===== config.mk =====
export PLATFORM = sky130hd
export DESIGN_NAME = fetch_stage
export DESIGN_NICKNAME = d
export VERILOG_FILES = /design/src/rtl/fetch_stage_pkg.sv /design/src/rtl/fetch_stage_fifo.sv /design/src/rtl/fetch_stage.sv
export SDC_FILE = /design/constraint.sdc
export NUM_CORES = 1
export LEC_CHECK = 0
export ABC_AREA = 1
export CELL_PAD_IN_SITES_DETAIL_PLACEMENT = 2
export CELL_PAD_IN_SITES_GLOBAL_PLACEMENT = 2
export CORE_ASPECT_RATIO = 1.4
export CORE_UTILIZATION = 40
export DETAILED_ROUTE_END_ITERATION = 8
export DONT_BUFFER_PORTS = 1
export PLACE_DENSITY = 0.95
export SETUP_SLACK_MARGIN = 0.02
export SLEW_MARGIN = 0
export SYNTH_ARGS = -nofsm -noshare
export SYNTH_HDL_FRONTEND = slang
export SYNTH_SLANG_ARGS = --single-unit

===== constraint.sdc =====
create_clock -name clk -period 6.19 [get_ports clk]
set_input_delay 1.857 -clock clk [delete_from_list [all_inputs] [get_ports clk]]
set_output_delay 1.857 -clock clk [all_outputs]
set_load 0.05 [all_outputs]

===== src/rtl/fetch_stage_pkg.sv =====
// Shared fetch-stage types and constants: XLEN, reset PC, the IF/ID bubble encoding,
// the prefetch-queue entry layout and the PC helpers.
package fetch_stage_pkg;

    localparam int XLEN = 32;

    localparam logic [XLEN-1:0] RESET_PC_DEFAULT = 32'h0000_0000;

    // addi x0,x0,0 - what IF/ID latches when if_valid is low
    localparam logic [XLEN-1:0] NOP_INST = 32'h0000_0013;

    typedef struct packed {
        logic [XLEN-1:0] pc;
        logic [XLEN-1:0] inst;
    } fetch_entry_t;

    function automatic logic [XLEN-1:0] align_pc(input logic [XLEN-1:0] pc);
        return {pc[XLEN-1:2], 2'b00};
    endfunction

    function automatic logic [XLEN-1:0] next_pc(input logic [XLEN-1:0] pc);
        return pc + 32'd4;
    endfunction

endpackage


===== src/rtl/fetch_stage_fifo.sv =====
// Prefetch queue: DEPTH-entry circular buffer of {pc, inst} with push, pop and flush.
// Latency: a push is visible at the head the following cycle.
// Backpressure: none internally; the owner must never push when full or pop when empty.
module fetch_fifo
    import fetch_stage_pkg::*;
#(
    parameter int DEPTH = 4,
    localparam int AW = $clog2(DEPTH),
    localparam int CW = $clog2(DEPTH) + 1
) (
    input  logic         clk,
    input  logic         rst,
    input  logic         push,
    input  fetch_entry_t push_dat,
    input  logic         pop,
    input  logic         flush,
    output fetch_entry_t head_dat,
    output logic [CW-1:0] count
);

    fetch_entry_t  mem [DEPTH];
    logic [AW-1:0] wr_ptr;
    logic [AW-1:0] rd_ptr;

    // DEPTH is a power of two, so the pointers wrap by natural overflow
    always_ff @(posedge clk or negedge rst) begin
        if (!rst) begin
            wr_ptr <= '0;
            rd_ptr <= '0;
            count  <= '0;
            for (int i = 0; i < DEPTH; i++) begin
                mem[i] <= '0;
            end
        end else if (flush) begin
            wr_ptr <= '0;
            rd_ptr <= '0;
            count  <= '0;
        end else begin
            if (push) begin
                mem[wr_ptr] <= push_dat;
                wr_ptr      <= wr_ptr + AW'(1);
            end
            if (pop) begin
                rd_ptr <= rd_ptr + AW'(1);
            end
            case ({push, pop})
                2'b10:   count <= count + CW'(1);
                2'b01:   count <= count - CW'(1);
                default: count <= count;
            endcase
        end
    end

    assign head_dat = mem[rd_ptr];

    assert property (@(posedge clk) disable iff (!rst) !(push && !pop && count == CW'(DEPTH)));
    assert property (@(posedge clk) disable iff (!rst) !(pop && count == '0));

endmodule


===== src/rtl/fetch_stage.sv =====
// Instruction fetch: issues sequential word fetches and queues returned {pc, inst} for IF/ID.
// Latency: response in cycle N is at the queue head in N+1; redirect at R gives a new-path request in R+1.
// Backpressure: requests stop once queued + outstanding would exceed DEPTH; the queue holds while if_ready is low.
module fetch_stage
    import fetch_stage_pkg::*;
#(
    parameter int              DEPTH    = 4,
    parameter logic [XLEN-1:0] RESET_PC = RESET_PC_DEFAULT
) (
    input  logic            clk,
    input  logic            rst,
    output logic            imem_req_valid,
    output logic [XLEN-1:0] imem_req_addr,
    input  logic            imem_req_ready,
    input  logic            imem_rsp_valid,
    input  logic [XLEN-1:0] imem_rsp_data,
    input  logic            redirect,
    input  logic [XLEN-1:0] redirect_pc,
    output logic            if_valid,
    output logic [XLEN-1:0] if_pc,
    output logic [XLEN-1:0] if_inst,
    input  logic            if_ready
);

    localparam int CW = $clog2(DEPTH) + 1;
    localparam int SW = CW + 1;

    logic [XLEN-1:0] fetch_pc;
    logic [XLEN-1:0] rsp_pc;
    logic [CW-1:0]   outstanding;
    logic [CW-1:0]   drop_cnt;
    logic [CW-1:0]   q_count;
    logic [SW-1:0]   inflight;
    logic            req_fire;
    logic            rsp_ok;
    logic            drop_rsp;
    logic            push;
    logic            pop;
    fetch_entry_t    push_dat;
    fetch_entry_t    head;

    assign pop      = if_valid && if_ready && !redirect;
    assign inflight = SW'(q_count) + SW'(outstanding) - SW'(pop);

    // Gated by rst so the request line is quiet while reset is held
    assign imem_req_valid = rst && !redirect && (inflight < SW'(DEPTH));
    assign imem_req_addr  = fetch_pc;
    assign req_fire       = imem_req_valid && imem_req_ready;

    // A response with nothing outstanding is a protocol error and is ignored
    assign rsp_ok   = imem_rsp_valid && (outstanding != '0);
    assign drop_rsp = (drop_cnt != '0);
    assign push     = rsp_ok && !drop_rsp && !redirect;
    assign push_dat = '{pc: rsp_pc, inst: imem_rsp_data};

    always_ff @(posedge clk or negedge rst) begin
        if (!rst) begin
            fetch_pc    <= RESET_PC;
            rsp_pc      <= RESET_PC;
            outstanding <= '0;
            drop_cnt    <= '0;
        end else begin
            outstanding <= outstanding + CW'(req_fire) - CW'(rsp_ok);
            if (redirect) begin
                fetch_pc <= align_pc(redirect_pc);
                rsp_pc   <= align_pc(redirect_pc);
                // Pending drops are a subset of outstanding, so existing drops plus the
                // live requests is just what stays outstanding; bounded by DEPTH
                drop_cnt <= outstanding - CW'(rsp_ok);
            end else begin
                if (req_fire) begin
                    fetch_pc <= next_pc(fetch_pc);
                end
                if (push) begin
                    rsp_pc <= next_pc(rsp_pc);
                end
                if (rsp_ok && drop_rsp) begin
                    drop_cnt <= drop_cnt - CW'(1);
                end
            end
        end
    end

    fetch_fifo #(.DEPTH(DEPTH)) u_fifo (
        .clk      (clk),
        .rst      (rst),
        .push     (push),
        .push_dat (push_dat),
        .pop      (pop),
        .flush    (redirect),
        .head_dat (head),
        .count    (q_count)
    );

    assign if_valid = (q_count != '0);
    assign if_pc    = head.pc;
    assign if_inst  = head.inst;

    assert property (@(posedge clk) disable iff (!rst) imem_rsp_valid |-> (outstanding != '0));

endmodule


[Yosys cells after proc, flatten, opt, wreduce, memory -nomap -nowiden]
Cells that the tools add are included.
Word-level totals
  logic and storage cells: 75
  input bits: 70
  output and inout bits: 98
  register bits after elaboration: 333
Cells by class
  muxes and demuxes: 18
  add/subtract/negate cells: 12
  eq/ne operators: 2
  reductions and logical operators: 21
  bitwise operators: 3
  magnitude comparators: 4
Operator list (number)
  $bwmux W256: 1
  $mux W64: 3
  $bmux W64 S2: 1
  $demux W64 S2: 1
  $mux W32: 4
  $add A32 B3 Y32 const B: 2
  $reduce_bool A3 Y1: 4
  $logic_and A1 B1 Y1: 10
  $mux W3: 3
  $mux W2: 4
  $reduce_bool A2 Y1: 4
  $ge A3 B3 Y1 const B: 2
  $not A2 Y3: 2
  $pmux W3 S2: 1
  $sub A3 B1 Y3: 2
  $sub A3 B1 Y3 const B: 2
  $add A2 B1 Y2 const B: 2
  $add A3 B3 Y4: 1
  $lt A4 B3 Y1 const B: 1
  $sub A4 B1 Y4: 1
  $add A3 B1 Y3: 1
  $add A3 B1 Y3 const B: 1
  $lt A3 B1 Y1 const B: 1
  $eq A2 B1 Y1 const B: 1
  other kinds (4): 5

[Longest topological paths before layout]
Gate-level depths: netlist (run 1).
  depth in word-level cells: 9
  gate-level depth with buffers: 17

[Hierarchy]
Synthesis (run 1) repeated with hierarchy kept, for this count alone.
Unflattened totals
  cells, all modules: 2085
  area, all modules: 16328.2 µm²
By module, submodules not included
  fetch_fifo: area an instance 11272.1 µm², instances 1, sequential area each 6581.3 µm², cells an instance 1306
  fetch_stage: area an instance 5056.1 µm², instances 1, sequential area each 1651.6 µm², cells an instance 779

[Worst setup path before layout (run 1)]
Ideal clock, no wire load.
  path kind: input -> output
  from: in redirect
  to: out imem_req_valid
  stages on the path: 10
  path buffers: 1
  arrival: 3.490 ns
  setup slack: 0.843 ns
  data required time: 4.333 ns
  path through: buf_2 nor2_1 ha_1 inv_1 ha_1 nand3_1 nand2_1 nand2_1 nand2_1 nor2_1
On the way
  word-level cells in the longest chain between the ends: 5
  elaborated cells on any way between the ends: 6
  classes of those cells: add/sub (1); order compare (1); reduce/logical (4)
RTL lines
  start, declared: line fetch_stage.sv:17  | input logic redirect,
  $logic_not A1 Y1 (*): line fetch_stage.sv:42, fetch_stage.sv:46
  $logic_and A1 B1 Y1: line fetch_stage.sv:42  | assign pop = if_valid && if_ready && !redirect;
  $sub A4 B1 Y4: line fetch_stage.sv:43  | assign inflight = SW'(q_count) + SW'(outstanding) - SW'(pop);
  $lt A4 B3 Y1: line fetch_stage.sv:46  | assign imem_req_valid = rst && !redirect && (inflight < SW'(DEPTH));
  $logic_and A1 B1 Y1 (*): line fetch_stage.sv:46
  end, declared: line fetch_stage.sv:12  | output logic imem_req_valid,
Every way passes the cells marked *; elsewhere a longest branch is shown, timed or not.

[Worst setup path after layout (run 1)]
  from: reg u_fifo.rd_ptr[0]
  to: out if_pc[26]
On the way
  word-level cells in the longest chain between the ends: 4
RTL lines
  start, declared: line fetch_stage_fifo.sv:23  | logic [AW-1:0] rd_ptr;
  start signal, assigned: line fetch_stage_fifo.sv:44  | rd_ptr <= rd_ptr + AW'(1);
  $not A2 Y3 (implied by the code): line fetch_stage_fifo.sv:54  | assign head_dat = mem[rd_ptr];
  $bmux W64 S2: line fetch_stage_fifo.sv:54
  $mux W64 (implied by the code) (2 in a row): line fetch_stage_fifo.sv:54
  end, declared: line fetch_stage.sv:20  | output logic [XLEN-1:0] if_pc,
Every way passes these cells. The select of a mux whose other input is x is not followed.

==> results.json, run 1 <==
{
  "clk_path_buf_depth": 3,
  "ys_seq_elements": 321,
  "routedLengthMet1_um": 24600,
  "slowest_stage": "o22ai_1",
  "r2r_cells": 15,
  "grt_pass1_vias": 17790,
  "synth.distinct_cells": 36,
  "cts_tree": "built",
  "die_width_um": 172,
  "startpoint_type": "register",
  "place_congestion": 0.829,
  "fin_crit_sh": 0.841,
  "holdPathStages": 2,
  "die_area_um2": 41100,
  "arrival_ps": 3350,
  "fin_worst_skew_ps": 16.9,
  "p_seq_frac": 0.362,
  "synth_compound_area_frac": 0.161,
  "synthMuxAreaShare": 0,
  "grt_remaining_overflow": 0,
  "area_growth_pct": 10.5,
  "insertion_delay_ps": 530,
  "fmax_mhz": 192,
  "nNetsFinal": 2154,
  "min_to": "u_fifo.mem[137]",
  "power.switching_mw": 4.35,
  "synth_top_family_by_area": "simple AND/OR/NAND/NOR gates",
  "leakagePower_nw": 8.72,
  "crit_type": "reg -> out",
  "internal_power_mw": 4.83,
  "rsz0062_at_grt": "false",
  "routed_wl_um": 65500,
  "crit_chain": "clkinv_2 > buf_4 > o21ai_0 > o22ai_1",
  "outcome": "completed",
  "first_pass_iters": 5,
  "cp_data_required_time_ps": 4330,
  "start_util": 0.408,
  "io_buffers": 0,
  "ff2ff_setup_slack_ps": 2340,
  "drt_iter0_markers": 987,
  "drc": 0,
  "tns_ps": 0,
  "r2r-start": "u_fifo.count[2]",
  "detail-route-antenna-nets": 0,
  "postCtsSetupRepairBufs": 0,
  "dp_hpwl_um": 40100,
  "grt_use_total": 0.324,
  "root_buffer": "clkbuf_16",
  "cts_resized": 0,
  "synthFlopType": "dfrtp_1",
  "clkTransAtPathRegs_ps": 60,
  "p_sw_frac": 0.474,
  "wire_per_inst_um": 25.0,
  "end_kind": "output port",
  "power_mw": 9.18,
  "yosys.area_share.xor_xnor": 0.0130,
  "synthAdderAreaFrac": 0.0157,
  "max_cap_violations": 0,
  "placementRows": 86,
  "vias": 15462,
  "grt_pass1_wl_um": 102000,
  "p_per_area_nw_per_um2": 516,
  "max-slew-margin-rel": 0.119,
  "yosysSeqAreaShare": 0.498,
  "setup_viol": 0,
  "postCtsHoldBufs": 0,
  "synthArstFlopShare": 1.00,
  "synth_edf_count": 0,
  "numCtsBuffers": 35,
  "met3WireLength_um": 2900,
  "nFillCells": 4502,
  "hp-class": "reg -> reg",
  "drive_gt1_frac": 0.0617,
  "cts_max_level": 2,
  "wl_met2_um": 34500,
  "path_max_fanout": 86,
  "irDropWorstVdd_mv": 0.222,
  "cts.sinks": 321,
  "antenna_found_initial": 0,
  "die_h_um": 240,
  "synth_simple_gate_area_frac": 0.254,
  "p_clk_frac": 0.242,
  "ioPinCount": 168,
  "min_from": "u_fifo.mem[137]",
  "drv_slew": 0,
  "synthCells": 2102,
  "hold_viol_final": 0,
  "yosysWarnings": 0,
  "diodes": 0,
  "netlist_area_um2": 16100,
  "drt-vias-per-instance": 5.91,
  "combinationalPowerShare": 0.395,
  "r2r-end": "imem_req_addr[21]",
  "coreArea_um2": 39500,
  "highest_layer": "met4",
  "min_period_ps": 5210,
  "slowest_delay_ps": 1030,
  "grt_max_degree": 323,
  "tightest_slew_ps": 1340,
  "synth_area_per_cell_um2": 7.67
}
==> worst max-delay path by stage <==
stage / startpoint / cells after the start / to
after floorplan: redirect / 10 / imem_req_valid
after global placement: if_ready / 11 / imem_req_valid
after detailed placement: if_ready / 11 / imem_req_valid
after CTS: u_fifo.rd_ptr[0] / 4 / if_pc[26]
after global routing: u_fifo.rd_ptr[0] / 4 / if_pc[26]
final: u_fifo.rd_ptr[0] / 4 / if_pc[26]
==> synth_stat cells (2+ instances only) <==
cell type,n,area share
a21boi_0,2,0.00093
a21oi_1,129,0.040
a31oi_1,3,0.0012
buf_1,4,0.00093
buf_2,45,0.014
buf_4,13,0.0061
clkbuf_1,64,0.015
clkinv_1,2,0.00047
dfrtp_1,321,0.50
fa_1,2,0.0025
ha_1,17,0.013
inv_1,87,0.020
inv_2,5,0.0012
nand2_1,552,0.13
nand3_1,89,0.028
nand3b_1,8,0.0037
nand4_1,10,0.0039
nor2_1,347,0.081
nor2_2,2,0.00078
nor2_4,5,0.0035
nor3_1,2,0.00062
o211ai_1,11,0.0051
o21ai_0,241,0.075
o21ai_1,43,0.013
o21bai_1,3,0.0014
o22ai_1,62,0.024
or2_2,2,0.00078
xnor2_1,7,0.0038
xor2_1,17,0.0092
==> per-stage QoR <==
| stage | util | std cells | instance area [um2] | setup WS (ps) | hold slack, ps |
|---|---|---|---|---|---|
| floorplan | - | 2105 | 16100 | 843 | 442 |
| global placement | 0.421 | 2556 | 16600 | 1080 | 457 |
| detailed placement | 0.421 | 2556 | 16600 | 995 | 472 |
| CTS | 0.451 | 2618 | 17800 | 989 | 487 |
| global route | 0.451 | 2618 | 17800 | 828 | 505 |
| finish | 0.451 | 2618 | 17800 | 983 | 484 |
==> critical path, delay by kind of cell, from the launching register on <==
family / cells / cell delay (ps)
compound gates: 2 / 1260
buf+inv: 2 / 860
flops: 1 / 670
==> power groups by stage <==
stage          combinational (mW)  clock (mW)  sequential [mW]
4_1_cts                      3.65        2.26             3.31
2_1_floorplan                2.66           0             3.11
3_5_place_dp                 3.54           0             3.32
5_1_grt                      3.90        2.34             3.38
3_3_place_gp                 3.31           0             3.23
6_report                     3.63        2.23             3.33
==> flip-flops by register name (all words and copies together), names as in the netlist <==
signal	count
u_fifo.mem	248
imem_req_addr	30
rsp_pc	30
drop_cnt	3
outstanding	3
u_fifo.count	3
u_fifo.rd_ptr	2
u_fifo.wr_ptr	2
==> final cells by class <==
cell class                      count  area, um2  area share
Clock buffer                       48        995      0.0558
Clock inverter                     14        183      0.0103
Inverter                           94        354      0.0199
Multi-Input combinational cell   1563       7160       0.402
Sequential cell                   321       8040       0.451
Tap cell                          528        661      0.0371
Timing Repair Buffer               50        425      0.0239
==> cells by family after synthesis <==
logic type,Yosys count
XOR/XNOR,24
flip-flops,321
adder cells (fa/ha/maj),19
buffers and inverters,221
other,1
AND/OR/NAND/NOR,1022
AO/OA/AOI/OAI,494
==> routing by layer <==
layer	global-route usage	up-vias
met1	0.357	8024
met2	0.591	448
met5	0	-
met4	0.169	0
met3	0.0512	204
li1	-	6786
==> placed cells by master (no fill, tap or decap), types with 43 or more instances in the layout <==
cell type | synthesis | routed
inv_1 | 87 | 83
a21oi_1 | 129 | 129
o22ai_1 | 62 | 62
nand2_1 | 552 | 552
o21ai_0 | 241 | 241
nand3_1 | 89 | 89
o21ai_1 | 43 | 43
nor2_1 | 347 | 347
buf_4 | 13 | 46
dfrtp_1 | 321 | 319
Note: power is estimated with default switching activity, not from simulation.
==> run 2: changes to the inputs <==
- CORE_UTILIZATION: 40 -> 37
- PLACE_DENSITY: 0.95 -> 0.9
- clock period: 6.19 -> 5.17 ns (I/O delays scaled with it)
==> results.json, run 2 (synthesis results as in run 1) <==
{
  "detail-route-antenna-nets": 0,
  "startpoint_type": "register",
  "routed_wl_um": 62100,
  "tightest_slew_ps": 1120,
  "cts_resized": 0,
  "timing.final.ws_setup_ps": 512,
  "place_congestion": 0.815,
  "placed_cell_area_um2": 16900,
  "final-seq-area_um2": 8040,
  "outcome": "completed",
  "layout_commonest_cell": "nand2_1",
  "ff2ff_setup_slack_ps": 1510,
  "vias": 15294,
  "grt_use_total": 0.282,
  "min_period_ps": 4660,
  "clk_path_buf_depth": 3,
  "r2r-start": "u_fifo.count[0]",
  "whs_ps": 476,
  "rsz0062_at_grt": "false",
  "cp_data_required_time_ps": 3620,
  "drt-vias-per-instance": 5.70,
  "drive_gt1_frac": 0.0784,
  "first_pass_iters": 4,
  "internal_power_mw": 6.09,
  "p_per_area_nw_per_um2": 619,
  "p_sw_frac": 0.458,
  "irDropWorstVdd_mv": 0.235,
  "postCtsHoldBufs": 0,
  "crit_chain": "inv_1 > nand3_1 > nand2_1 > nor2_1 > ha_1 > inv_1 > ha_1 > nand3_1 > nand2_1 > nand2_1 > nand2_1 > nor2_1 > buf_4",
  "grt_max_degree": 323,
  "slowest_delay_ps": 460,
  "area_growth_pct": 12.7,
  "start_util": 0.375,
  "largest_reg_flops": 248,
  "hp-class": "reg -> reg",
  "grt_pass1_wl_um": 97300,
  "die_width_um": 178,
  "r2r_cells": 17,
  "clkTransAtPathRegs_ps": 60,
  "placementRows": 90,
  "root_buffer": "clkbuf_16",
  "nNetsFinal": 2191,
  "die_area_um2": 44400,
  "antenna_found_initial": 0,
  "leakagePower_nw": 8.94,
  "cts_max_level": 2,
  "cts.sinks": 321,
  "p_seq_frac": 0.350,
  "max-slew-margin-rel": 0.254,
  "combinationalPowerShare": 0.405,
  "nFillCells": 4920,
  "slowest_stage": "nand3_1",
  "place_ws_ps": 539,
  "crit_top_cell": "nand2_1",
  "crit_type": "reg -> out",
  "final_cell_mix": "nand2_1, nor2_1, dfrtp_1",
  "grt_pass1_vias": 17778,
  "insertion_delay_ps": 540,
  "wire_per_inst_um": 23.2,
  "hold_viol_final": 0,
  "dp_hpwl_um": 38000,
  "diodes": 0,
  "arrival_ps": 3110,
  "postCtsSetupRepairBufs": 0,
  "drv_slew": 0,
  "p_clk_frac": 0.245,
  "cts_tree": "built",
  "power.switching_mw": 5.14,
  "place_inst": 2615,
  "path_max_fanout": 4,
  "ioPinCount": 168,
  "drt_iter0_markers": 584,
  "fin_worst_skew_ps": 28.1,
  "grt_remaining_overflow": 0,
  "setup_viol": 0,
  "end_kind": "output port",
  "fin_crit_sh": 0.901,
  "layout.cells.non_filler": 2681,
  "cp-startpoint": "u_fifo.count[0]",
  "r2r-end": "outstanding[2]",
  "fmax_mhz": 215,
  "numCtsBuffers": 37,
  "drc": 0,
  "max_cap_violations": 0,
  "io_buffers": 0,
  "fin_area_um2": 18200,
  "coreArea_um2": 43000,
  "timing.critical_path.to": "imem_req_valid",
  "tns_ps": 0,
  "die_h_um": 249,
  "multiInputGateArea_um2": 7160,
  "largest_register": "u_fifo.mem"
}
## run 2: cell types whose count changed in the layout (fill, tap and decap cells not counted), sizes merged
cell / before / now
bufinv: 4 / 3
clkinvlp: 2 / 1
inv: 92 / 91
clkbuf: 48 / 51
buf: 50 / 85
clkinv: 10 / 14
## run 2: worst max-delay path, delay by kind of cell (launching register included)
family	cells	cell delay [ps]
AND/OR/NAND/NOR	8	1360
adder cells (fa/ha/maj)	2	420
flip-flops	1	400
buffers and inverters	3	400
## run 2: final cells by class
cell class | count | share of cell area
Multi-Input combinational cell | 1563 | 0.394
Inverter | 94 | 0.0195
Tap cell | 552 | 0.0380
Sequential cell | 321 | 0.443
Timing Repair Buffer | 85 | 0.0365
Clock inverter | 15 | 0.00944
Clock buffer | 51 | 0.0595
## run 2: how the worst min path moves through the flow
stage          cells after the start            start              end  slack (ps)
5_1_grt                            2   u_fifo.mem[88]   u_fifo.mem[88]         510
6_report                           2  u_fifo.mem[131]  u_fifo.mem[131]         480
3_5_place_dp                       2  u_fifo.mem[131]  u_fifo.mem[131]         470
4_1_cts                            2  u_fifo.mem[131]  u_fifo.mem[131]         480
3_3_place_gp                       2   u_fifo.mem[77]   u_fifo.mem[77]         460
2_1_floorplan                      2   u_fifo.mem[81]   u_fifo.mem[81]         440
## run 2: per-layer routing
layer / routed length (um) / GRT usage / vias up
met5: 0 / 0 / -
li1: - / - / 6872
met2: 33200 / 0.523 / 353
met3: 2440 / 0.0412 / 137
met1: 23900 / 0.309 / 7932
met4: 2560 / 0.127 / 0
## run 2: power groups by stage
stage / Combinational, mW / Clock, mW / Sequential (mW)
2_1_floorplan: 3.18 / 0 / 3.72
3_3_place_gp: 4.28 / 0 / 3.87
3_5_place_dp: 4.49 / 0 / 3.95
4_1_cts: 4.60 / 2.80 / 3.93
5_1_grt: 4.91 / 2.89 / 4.01
6_report: 4.55 / 2.75 / 3.94
## run 2: through the flow
step	util	power (mW)
final	0.422	11.2
after global routing	0.422	11.8
after CTS	0.422	11.3
after detailed placement	0.393	8.44
after global placement	0.393	8.14
after floorplan	-	6.91
==> run 3: changes to the inputs <==
- CORE_ASPECT_RATIO: 1.4 -> unset
- CORE_UTILIZATION: 37 -> 40
- CTS_CLUSTER_DIAMETER: unset -> 100
- PLACE_DENSITY: 0.9 -> 0.95
- clock period: 5.17 -> 5.7 ns (I/O delays scaled with it)
==> results.json, run 3 (synthesis results as in run 1) <==
{
  "cts_max_level": 2,
  "grt_use_total": 0.331,
  "fin_worst_skew_ps": 15.1,
  "layout_commonest_cell": "nand2_1",
  "drt_iter0_markers": 825,
  "cts.sinks": 321,
  "die_area_um2": 41100,
  "insertion_delay_ps": 560,
  "grt_max_degree": 323,
  "postCtsSetupRepairBufs": 0,
  "ff2ff_setup_slack_ps": 1810,
  "ioPinCount": 168,
  "dp_hpwl_um": 40900,
  "clk_path_buf_depth": 3,
  "first_pass_iters": 5,
  "drt-vias-per-instance": 5.92,
  "diodes": 0,
  "cp-startpoint": "u_fifo.rd_ptr[0]",
  "vias": 15709,
  "tns_ps": 0,
  "final_cell_mix": "nand2_1, nor2_1, dfrtp_1",
  "hp-class": "reg -> reg",
  "io_buffers": 0,
  "fin_crit_sh": 0.890,
  "startpoint_type": "register",
  "max_cap_violations": 0,
  "crit_type": "reg -> out",
  "placementRows": 73,
  "cts_resized": 0,
  "nNetsFinal": 2191,
  "rsz0062_at_grt": "false",
  "area_growth_pct": 12.0,
  "leakagePower_nw": 8.88,
  "fin_area_um2": 18000,
  "tightest_slew_ps": 1030,
  "slowest_delay_ps": 820,
  "drive_gt1_frac": 0.0757,
  "grt_pass1_vias": 18135,
  "routed_wl_um": 67600,
  "root_buffer": "clkbuf_16",
  "grt_remaining_overflow": 0,
  "timing.final.ws_setup_ps": 628,
  "clkTransAtPathRegs_ps": 70,
  "coreArea_um2": 39700,
  "crit_buf_inv": 3,
  "grtUsageMet1": 0.372,
  "max-slew-margin-rel": 0.317,
  "cp_data_required_time_ps": 3990,
  "start_util": 0.406,
  "min_period_ps": 5070,
  "path_max_fanout": 52,
  "end_kind": "output port",
  "placed_cell_area_um2": 16900,
  "outcome": "completed",
  "drv_slew": 0,
  "use_met2": 0.605,
  "antenna_found_initial": 0,
  "arrival_ps": 3360,
  "detail-route-antenna-nets": 0,
  "place_congestion": 0.846,
  "hold_viol_final": 0,
  "drc": 0,
  "min_from": "u_fifo.mem[86]",
  "grtUsageMet3": 0.0502,
  "cts_tree": "built",
  "largest_reg_flops": 248,
  "p_per_area_nw_per_um2": 568,
  "fmax_mhz": 197,
  "largest_register": "u_fifo.mem",
  "die_h_um": 203,
  "postCtsHoldBufs": 0,
  "crit_top_cell": "buf_4",
  "setup_viol": 0,
  "wire_per_inst_um": 25.5,
  "numCtsBuffers": 38,
  "path_delay_family": "buffers and inverters",
  "die_width_um": 203,
  "slowest_stage": "clkinv_2",
  "grt_busiest_layer": "met2",
  "grt_pass1_wl_um": 105000,
  "r2r-start": "u_fifo.count[0]",
  "crit_chain": "clkinv_2 > buf_4 > o21ai_0 > o22ai_1 > buf_4",
  "irDropWorstVdd_mv": 0.226,
  "place_ws_ps": 743
}
-- run 3: changes by cell type in the layout (fill, tap and decap cells not counted) --
cell and delta:
bufinv_16 -3, buf_12 -1, clkinv_2 -3, clkinvlp_4 +1, clkinv_4 -3, inv_1 -1
clkbuf_8 +4, clkinv_1 +1, inv_6 -1, clkbuf_1 +5
-- run 3: worst min-delay path, cell delays in order, from the launching register on --
cell	delay [ps]
dfrtp_1	340
o21ai_1	60
nand2_1	50
-- run 3: final timing paths --
check                      depth (start not counted)           endpoint
setup / recovery                                   5           if_pc[8]
hold / removal                                     2     u_fifo.mem[86]
setup reg to reg                                  15  imem_req_addr[13]
hold reg to reg                                    2     u_fifo.mem[86]
max in group asynchronous                          0         rsp_pc[20]
min in group asynchronous                          0     u_fifo.mem[67]
-- run 3: metrics by stage --
| stage | instances | hold slack [ps] | utilization | total power [mW] |
|---|---|---|---|---|
| floorplan | 2105 | 442 | - | 6.27 |
| global placement | 2587 | 458 | 0.424 | 7.37 |
| detailed placement | 2587 | 469 | 0.424 | 7.72 |
| CTS | 2653 | 480 | 0.454 | 10.3 |
| global route | 2653 | 516 | 0.454 | 10.7 |
| finish | 2653 | 482 | 0.454 | 10.2 |
-- run 3: report_power, final --
part	internal, mW	switching [mW]	leakage (nW)
clock network	1.39	1.03	0.582
registers	2.90	0.723	4.20
logic	1.16	3.04	4.10
-- run 3: final cells by class --
| cell class | instances | area [um2] |
|---|---|---|
| tap | 525 | 657 |
| inverter | 94 | 354 |
| sequential | 321 | 8040 |
| timing repair buffer | 84 | 643 |
| fill | 4419 | 21700 |
| multi-input combinational | 1563 | 7160 |
| clock inverter | 6 | 38.8 |
| clock buffer | 60 | 1150 |
-- run 3: per-layer routing --
metal,wire length (um),up-vias
met5,0,-
met4,2990,0
met3,3100,194
met2,35400,484
met1,26100,8164
li1,-,6867
